$ cat config.mk
export PLATFORM = sky130hd
export DESIGN_NAME = control_recorder
export DESIGN_NICKNAME = d
export VERILOG_FILES = /design/src/rtl/control_recorder_pkg.sv /design/src/rtl/recorder_ram.sv /design/src/rtl/control_recorder.sv
export SDC_FILE = /design/constraint.sdc
export NUM_CORES = 1
export LEC_CHECK = 0
export ABC_AREA = 0
export BUFFER_PORTS_ARGS = -buffer_cell sky130_fd_sc_hd__buf_2
export CORE_ASPECT_RATIO = 1.1
export CORE_UTILIZATION = 45
export CTS_CLUSTER_DIAMETER = 40
export DETAILED_ROUTE_END_ITERATION = 8
export SKIP_CTS_REPAIR_TIMING = 1
export SLEW_MARGIN = 20
export SYNTH_ARGS = -nofsm -noshare
export SYNTH_HDL_FRONTEND = slang
export SYNTH_SLANG_ARGS = --single-unit
$ cat constraint.sdc
create_clock -name ADC_CLK_10 -period 4.6 [get_ports ADC_CLK_10]
set_clock_uncertainty 0.05 [all_clocks]
set_input_delay 1.15 -clock ADC_CLK_10 [delete_from_list [all_inputs] [get_ports ADC_CLK_10]]
set_output_delay 1.15 -clock ADC_CLK_10 [all_outputs]
set_load 0.02 [all_outputs]
$ cat src/rtl/control_recorder_pkg.sv
// Shared definitions for the control recorder and the playback path:
// FSM encoding and the bit positions of the fields inside an entry.
package control_recorder_pkg;

    typedef enum logic [1:0] {
        IDLE = 2'd0,
        REC  = 2'd1,
        DONE = 2'd2
    } rec_state_t;

    localparam int ENTRY_W  = 8;
    localparam int SW_LSB   = 0;
    localparam int SW_W     = 3;
    localparam int KEY1_BIT = 3;
    localparam int KEY0_BIT = 4;

    // Bits above KEY0_BIT stay zero so playback can treat them as reserved.
    function automatic logic [ENTRY_W-1:0] pack_entry(input logic [SW_W-1:0] sw,
                                                      input logic [1:0]      key);
        logic [ENTRY_W-1:0] e;
        e                 = '0;
        e[SW_LSB +: SW_W] = sw;
        e[KEY1_BIT]       = key[1];
        e[KEY0_BIT]       = key[0];
        return e;
    endfunction

endpackage

$ cat src/rtl/recorder_ram.sv
// DEPTH x 8 entry store: one write port, one registered read port
// (read-before-write on a collision), cleared to zero by reset.
module recorder_ram #(
    parameter int DEPTH = 8,
    parameter int AW    = 3
) (
    input  logic          clk,
    input  logic          rst_n,
    input  logic          we,
    input  logic [AW-1:0] wr_addr,
    input  logic [7:0]    wr_data,
    input  logic [AW-1:0] rd_addr,
    output logic [7:0]    rd_q
);

    logic [7:0] mem [DEPTH];

    always_ff @(posedge clk or negedge rst_n) begin
        if (!rst_n) begin
            for (int i = 0; i < DEPTH; i++) begin
                mem[i] <= '0;
            end
            rd_q <= '0;
        end else begin
            if (we) begin
                mem[wr_addr] <= wr_data;
            end
            rd_q <= mem[rd_addr];
        end
    end

endmodule

$ cat src/rtl/control_recorder.sv
// Records switch/key snapshots on sample_tick into a small RAM for playback.
// Optional RECORD_ON_CHANGE_EN: only store a tick's entry when it differs from the last stored one.
module control_recorder
    import control_recorder_pkg::*;
#(
    parameter int DEPTH = 8,
    parameter int AW    = 3
) (
    input  logic          ADC_CLK_10,
    input  logic          reset_n,
    input  logic          sample_tick,
    input  logic          rec_start,
    input  logic          rec_stop,
    input  logic [2:0]    sw_in,
    input  logic [1:0]    key_in,
    input  logic [AW-1:0] rd_addr,
    output logic [7:0]    rd_data,
    output logic [AW:0]   wr_count,
    output logic          recording,
    output logic          full
);

    localparam logic [AW:0] FULL_CNT = (AW+1)'(DEPTH);
    localparam logic [AW:0] LAST_CNT = (AW+1)'(DEPTH - 1);

    rec_state_t  state_reg, state_next;
    logic        start_prev_reg, stop_prev_reg;
    logic [AW:0] wr_count_reg;
    logic        rd_valid_reg;
    logic [7:0]  ram_q;
    logic [7:0]  entry;
    logic        start_edge, stop_edge;
    logic        changed;
    logic        wr_en;

    assign entry      = pack_entry(sw_in, key_in);
    assign start_edge = rec_start & ~start_prev_reg;
    assign stop_edge  = rec_stop & ~stop_prev_reg;

`ifdef RECORD_ON_CHANGE_EN
    logic [7:0] last_entry_reg;

    always_ff @(posedge ADC_CLK_10 or negedge reset_n) begin
        if (!reset_n) begin
            last_entry_reg <= '0;
        end else if (wr_en) begin
            last_entry_reg <= entry;
        end
    end

    // The count is only zero in REC right after a start, so the first tick always stores.
    assign changed = (wr_count_reg == '0) || (entry != last_entry_reg);
`else
    assign changed = 1'b1;
`endif

    always_ff @(posedge ADC_CLK_10 or negedge reset_n) begin
        if (!reset_n) begin
            state_reg      <= IDLE;
            start_prev_reg <= 1'b0;
            stop_prev_reg  <= 1'b0;
            wr_count_reg   <= '0;
            rd_valid_reg   <= 1'b0;
        end else begin
            state_reg      <= state_next;
            start_prev_reg <= rec_start;
            stop_prev_reg  <= rec_stop;
            if (start_edge) begin
                wr_count_reg <= '0;
            end else if (wr_en) begin
                wr_count_reg <= wr_count_reg + (AW+1)'(1);
            end
            rd_valid_reg <= ({1'b0, rd_addr} < wr_count_reg);
        end
    end

    always_comb begin
        state_next = state_reg;
        if (start_edge) begin
            state_next = REC;
        end else if (state_reg == REC) begin
            if (stop_edge || (wr_en && wr_count_reg == LAST_CNT)) begin
                state_next = DONE;
            end
        end
    end

    // Start and stop edges both suppress a coincident tick's write.
    always_comb begin
        recording = (state_reg == REC);
        wr_en     = (state_reg == REC) && sample_tick && !start_edge && !stop_edge && changed;
    end

    recorder_ram #(
        .DEPTH (DEPTH),
        .AW    (AW)
    ) u_ram (
        .clk     (ADC_CLK_10),
        .rst_n   (reset_n),
        .we      (wr_en),
        .wr_addr (wr_count_reg[AW-1:0]),
        .wr_data (entry),
        .rd_addr (rd_addr),
        .rd_q    (ram_q)
    );

    assign rd_data  = rd_valid_reg ? ram_q : 8'h00;
    assign wr_count = wr_count_reg;
    assign full     = (wr_count_reg == FULL_CNT);

endmodule

# Word level (Yosys, flattened, before mapping)
# Cells that the tools add are included.
[totals]
out_inout_bits = 14
register_bits = 81
wordCells = 52
input_bits = 13
[op_classes]
magnitude_cmp = 4
n_mux = 12
bitwise_logic = 6
n_reduce_logical = 12
n_eq_ne = 3
add_sub_neg = 1
[op_table]
columns = ["operator", "count"]
rows = [
  ["bitwise mux 64 bit", 1],
  ["two-way mux 8 bit", 4],
  ["binary-select mux 8 bit (select 3 bit)", 1],
  ["demux 8 bit (select 3 bit)", 1],
  ["greater-or-equal comparator 4 bit (second input constant)", 2],
  ["two-way mux 4 bit", 2],
  ["NOT 3 -> 4 bit", 2],
  ["two-way mux 2 bit", 3],
  ["nonzero test 2 bit", 3],
  ["logical AND 1 bit", 5],
  ["adder 4 x 1 -> 4 bit (second input constant)", 1],
  ["== test 4 x 3 -> 1 bit (second input constant)", 1],
  ["== test 4 bit (second input constant)", 1],
  ["less-than comparator 3 x 4 -> 1 bit", 1],
  ["less-than comparator 4 x 1 -> 1 bit (second input constant)", 1],
  ["AND 1 bit", 2],
  ["== test 2 x 1 -> 1 bit (second input constant)", 1],
  ["zero test 1 bit", 2],
  ["NOT 1 bit", 2],
  ["AND reduction 2 bit", 1],
  ["logical OR 1 bit", 1],
]

# Depth between registers and ports, before layout
[logic_depth]
word_depth = 10
mapped_depth = 5
ltp_nobuf = 5

# Modules after synthesis
# From an unflattened synthesis, not the netlist that was laid out.
[hier_totals]
hier_cells = 237
area_unflattened_um2 = 3753.6
[modules_own_cells]
columns = ["module", "seq_area_each_um2", "instances", "cells_per_inst", "area_per_inst_um2"]
rows = [
  ["recorder_ram", 1801.7, 1, 180, 3193.1],
  ["control_recorder", 225.2, 1, 57, 560.5],
]

# Least setup slack after synthesis
# No wires, ideal clock.
[synth_path]
kind = "input to register"
from = "input port sample_tick"
to = "register u_ram.mem[40] in the netlist's numbering"
setup_time_ps = 125
n_path_buf = 1
t_arrival_ps = 2207
t_required_ps = 4425
slack_ps = 2218
stages = 5
path_cell_list = "and3b_2 > nand3_2 > or3_1 > buf_6 > mux2_4"
[synth_between]
elab_chain_len = 3
[synth_rtl]
columns = ["element", "line", "source"]
rows = [
  ["start, declared", "control_recorder.sv:11", "input logic sample_tick,"],
  ["logical AND 1 bit (3 in a row)", "control_recorder.sv:91", "wr_en = (state_reg == REC) && sample_tick && !start_edge && !stop_edge && changed;"],
  ["end signal, assigned by index", "recorder_ram.sv:26", "mem[wr_addr] <= wr_data;"],
  ["end, declared", "recorder_ram.sv:16", "logic [7:0] mem [DEPTH];"],
]
# No other way between the ends.
# A chain may end at the register's enable or synchronous reset.

# Worst setup path after layout
[layout_path]
from = "register wr_count_reg[0], in the netlist wr_count[0]"
to = "output port full"
[layout_between]
elab_chain_len = 1
[layout_rtl]
columns = ["element", "line", "source"]
rows = [
  ["start, declared", "control_recorder.sv:28", "logic [AW:0] wr_count_reg;"],
  ["start signal, assigned", "control_recorder.sv:71", "wr_count_reg <= wr_count_reg + (AW+1)'(1);"],
  ["== test 4 bit", "control_recorder.sv:109", "assign full = (wr_count_reg == FULL_CNT);"],
  ["end, declared", "control_recorder.sv:20", "output logic full"],
]
# No other way between the ends.

==> Flow_metrics.wiki <==
{| class="wikitable"
! Metric !! Value
|-
| Area share of the leading cell type in the synthesized netlist || 53.9%
|-
| Vias in the first global route || ~1,500
|-
| Final wirelength || 4860 µm
|-
| Max-cap check violation count || 0
|-
| Total gr overflow || 0
|-
| Distinct cell type count of the synthesized netlist || 32
|-
| Via-per-instance ratio || 5.30
|-
| Reg-to-reg critical path startpoint || state_reg[1]$_DFFE_PN0P_
|-
| Minimum setup slack among reg-to-reg paths || 2760 ps
|-
| Area growth from synthesis to layout || 11.3%
|-
| Clock tree from TritonCTS || yes
|-
| Clock share of power || 23.2%
|-
| Max FFs per register || 40
|-
| Maximum buffer depth of the clock tree || 2
|-
| Largest stage delay, worst path || 470 ps
|-
| Setup crit start kind || register
|-
| Remaining antenna violation count || 0
|-
| Cell Chain, Critical Path || inv_1 -> ha_1 -> and3_1 -> buf_2
|-
| Global routing usage summed across all routing layers || 19.2%
|-
| Warnings from Yosys || 0
|-
| Commonest cells in the synthesized netlist || sky130_fd_sc_hd__dfrtp_1, sky130_fd_sc_hd__mux2_2, sky130_fd_sc_hd__mux4_2
|-
| Detailed-routing iteration count for the pre-antenna-repair pass || 4
|-
| Cell-internal power || 0.902 mW
|-
| Unrepaired setup endpoints after global routing || no
|-
| Sequential fraction of design power || 53.2%
|-
| CTS H-tree lvls || 2
|-
| Number of flip-flops and latches in the synthesized netlist || 54
|-
| Library cell used as clock root buffer || sky130_fd_sc_hd__clkbuf_8
|-
| CP bufs+invs || 2
|-
| Period utilization || 57.3%
|-
| Part of the total power dissipated in combinational logic || 23.5%
|-
| Setup Total Neg Slack || 0 ps
|-
| Half-perimeter wire length after detailed placement || 3520 µm
|-
| Final number of hold-violating endpoints || 0
|-
| Worst-path cell with the longest stage delay || sky130_fd_sc_hd__dfrtp_1
|-
| Cell Area, Synth || 2510 µm²
|-
| Antenna violations before repair || 0
|-
| Least setup slack across all paths after layout || 1960 ps
|-
| First-pass GRT wire length || 8070 µm
|-
| Clock sinks || 54
|-
| Class of the tightest hold or removal check || register to register
|-
| Worst EP arrival || 1440 ps
|-
| Insertion delay to the later sink of the worst-skew pair || 310 ps
|-
| Site row count || 28
|-
| Iter 0 DRT Violations || 90
|-
| Maximum number of pins on one net before global-route repair || 42
|-
| I/O Pins || 27
|-
| Highest achievable clock rate || 379 MHz
|-
| Kind of critical path || register to output pin
|-
| FFs w/ async S/R, synth || 100%
|-
| Run status || complete, no violations
|-
| Cell type contributing the most total cell area after synthesis || sky130_fd_sc_hd__dfrtp_1
|-
| Fraction of layout cells with a size suffix above 1 || 46.8%
|-
| Number of cells produced by synthesis || around 170
|-
| Port buffer count || 23
|-
| Die boundary height || around 80 µm
|-
| Diodes inserted || 0
|-
| Largest voltage drop on the vdd net || between 150 and 200 µV
|-
| Switching portion of total power || 27.1%
|-
| Number of enable flip-flop cells after synthesis || 0
|-
| Die Width || 73.2 µm
|-
| Hold Startpoint || u_ram.mem[25]$_DFFE_PN0P_
|-
| Relative slew slack || around two thirds
|-
| Total of endpoints with negative setup slack in the final report || 0
|-
| Cell types occupying the most area after synthesis || sky130_fd_sc_hd__dfrtp_1, sky130_fd_sc_hd__mux2_2, sky130_fd_sc_hd__mux4_2, sky130_fd_sc_hd__mux2_4, sky130_fd_sc_hd__ha_1
|-
| Post-detailed-route wirelength per cell || between 15 and 20 µm
|-
| DRC || 0
|-
| Clk slew on worst S/H paths || around 80 ps
|-
| Initial cell density of the core || 46.8%
|-
| Routability Congestion || 0.900
|-
| Shortest clock period the worst path allows after layout || 2640 ps
|-
| Post-synthesis sequential area ratio || between 50% and 60%
|-
| Die ar. || 5880 µm²
|-
| Most instantiated library cell after synthesis || sky130_fd_sc_hd__dfrtp_1
|-
| Least-Margin Pin Slew || 504 ps
|-
| Main flop type after synthesis || sky130_fd_sc_hd__dfrtp_1
|-
| Layout fillers || between 400 and 500
|-
| Cts bufs inserted || 5
|-
| Post-Layout Inst Area || 2790 µm²
|-
| Final design utilization || 52.1%
|-
| Reg-to-reg critical path endpoint || u_ram.mem[44]$_DFFE_PN0P_
|-
| Pins Over Slew Limit || 0
|-
| Destination of the critical timing path || full
|-
| Cell family with the largest share of critical-path delay || flip-flops
|-
| Core Region || 5360 µm²
|-
| Number of nets in the layout || 217
|-
| Mapped Avg Cell Area || 14.4 µm²
|-
| Worst setup slack before clock tree synthesis || 1920 ps
|-
| Worst-case reg-to-reg path depth || 4
|-
| Total stage count of the critical path || 4
|-
| Setup crit start || wr_count[0]$_DFFE_PN0P_
|-
| Switching power total || between 0.3 and 0.4 mW
|-
| Area of placed instances || 2690 µm²
|-
| Leakage power || 1.35 nW
|-
| Crit-path max FO || 6
|-
| Power density cells || 443 nW/µm²
|-
| Element type at the critical path end || output pin
|-
| CP Data Required Time || 3400 ps
|-
| Total vias in the final route || 1,463
|}
[power groups by stage]
| stage | Clock, mW | Sequential, mW | Combinational (mW) |
|---|---|---|---|
| 2_1_floorplan | 0 | 0.651 | 0.223 |
| 3_3_place_gp | 0 | 0.659 | 0.286 |
| 3_5_place_dp | 0 | 0.669 | 0.293 |
| 4_1_cts | 0.297 | 0.658 | 0.295 |
| 5_1_grt | 0.315 | 0.671 | 0.318 |
| 6_report | 0.287 | 0.659 | 0.291 |
[cells by family after synthesis]
group	Yosys count	share of synthesized area, %
AND/OR/NAND/NOR	36	8.18
XOR/XNOR	2	0.698
buffers and inverters	13	2.74
multiplexers	56	30.3
adder cells (fa/ha/maj)	4	2.00
flip-flops	54	53.9
other	1	0.149
AO/OA/AOI/OAI	8	2.04
[worst min path at each step]
stage,end,cells after the start,slack (ps)
after floorplan,u_ram.mem[48]$_DFFE_PN0P_,1,420
after global placement,u_ram.mem[59]$_DFFE_PN0P_,1,430
after detailed placement,u_ram.mem[44]$_DFFE_PN0P_,1,440
after CTS,u_ram.mem[26]$_DFFE_PN0P_,1,470
after global routing,u_ram.mem[36]$_DFFE_PN0P_,1,480
final,u_ram.mem[25]$_DFFE_PN0P_,1,460
[placed cells by master, fill, tap and decap left out, types with 3 or more instances in the layout]
cell                       count
sky130_fd_sc_hd__nand3_1       6
sky130_fd_sc_hd__nor2_1        8
sky130_fd_sc_hd__conb_1        3
sky130_fd_sc_hd__o21ai_0       3
sky130_fd_sc_hd__mux2_2       40
sky130_fd_sc_hd__nand2_1       3
sky130_fd_sc_hd__mux2_4        5
sky130_fd_sc_hd__mux4_2       10
sky130_fd_sc_hd__clkbuf_8      7
sky130_fd_sc_hd__and2_1        5
sky130_fd_sc_hd__buf_2        23
sky130_fd_sc_hd__inv_1         6
sky130_fd_sc_hd__ha_1          4
sky130_fd_sc_hd__dfrtp_1      54
[routing by layer]
metal  part of all wire, %  global-route usage, %  up-vias
li1                      -                      -      674
met5                     0                      0        -
met3                   2.3                   3.01       10
met1                    48                   27.1      753
met2                    48                   29.4       26
met4                   1.9                   7.65        0
[stage by stage]
stage / total power, mW / cells / hold slack, ps
after global routing: 1.30 / 276 / 480
after global placement: 0.945 / 268 / 433
after floorplan: 0.874 / 176 / 425
after CTS: 1.25 / 276 / 467
after detailed placement: 0.962 / 268 / 444
final: 1.24 / 276 / 461
[cell type report]
cell class	count	area, µm²	area share (%)
clock buffer	7	96.3	3.45
tap	75	93.8	3.36
multi-input combinational	109	1100	39.3
clock inverter	1	8.76	0.314
timing repair buffer	24	123	4.39
sequential	54	1350	48.4
inverter	6	22.5	0.807
Power figures use the tool's default switching activity.
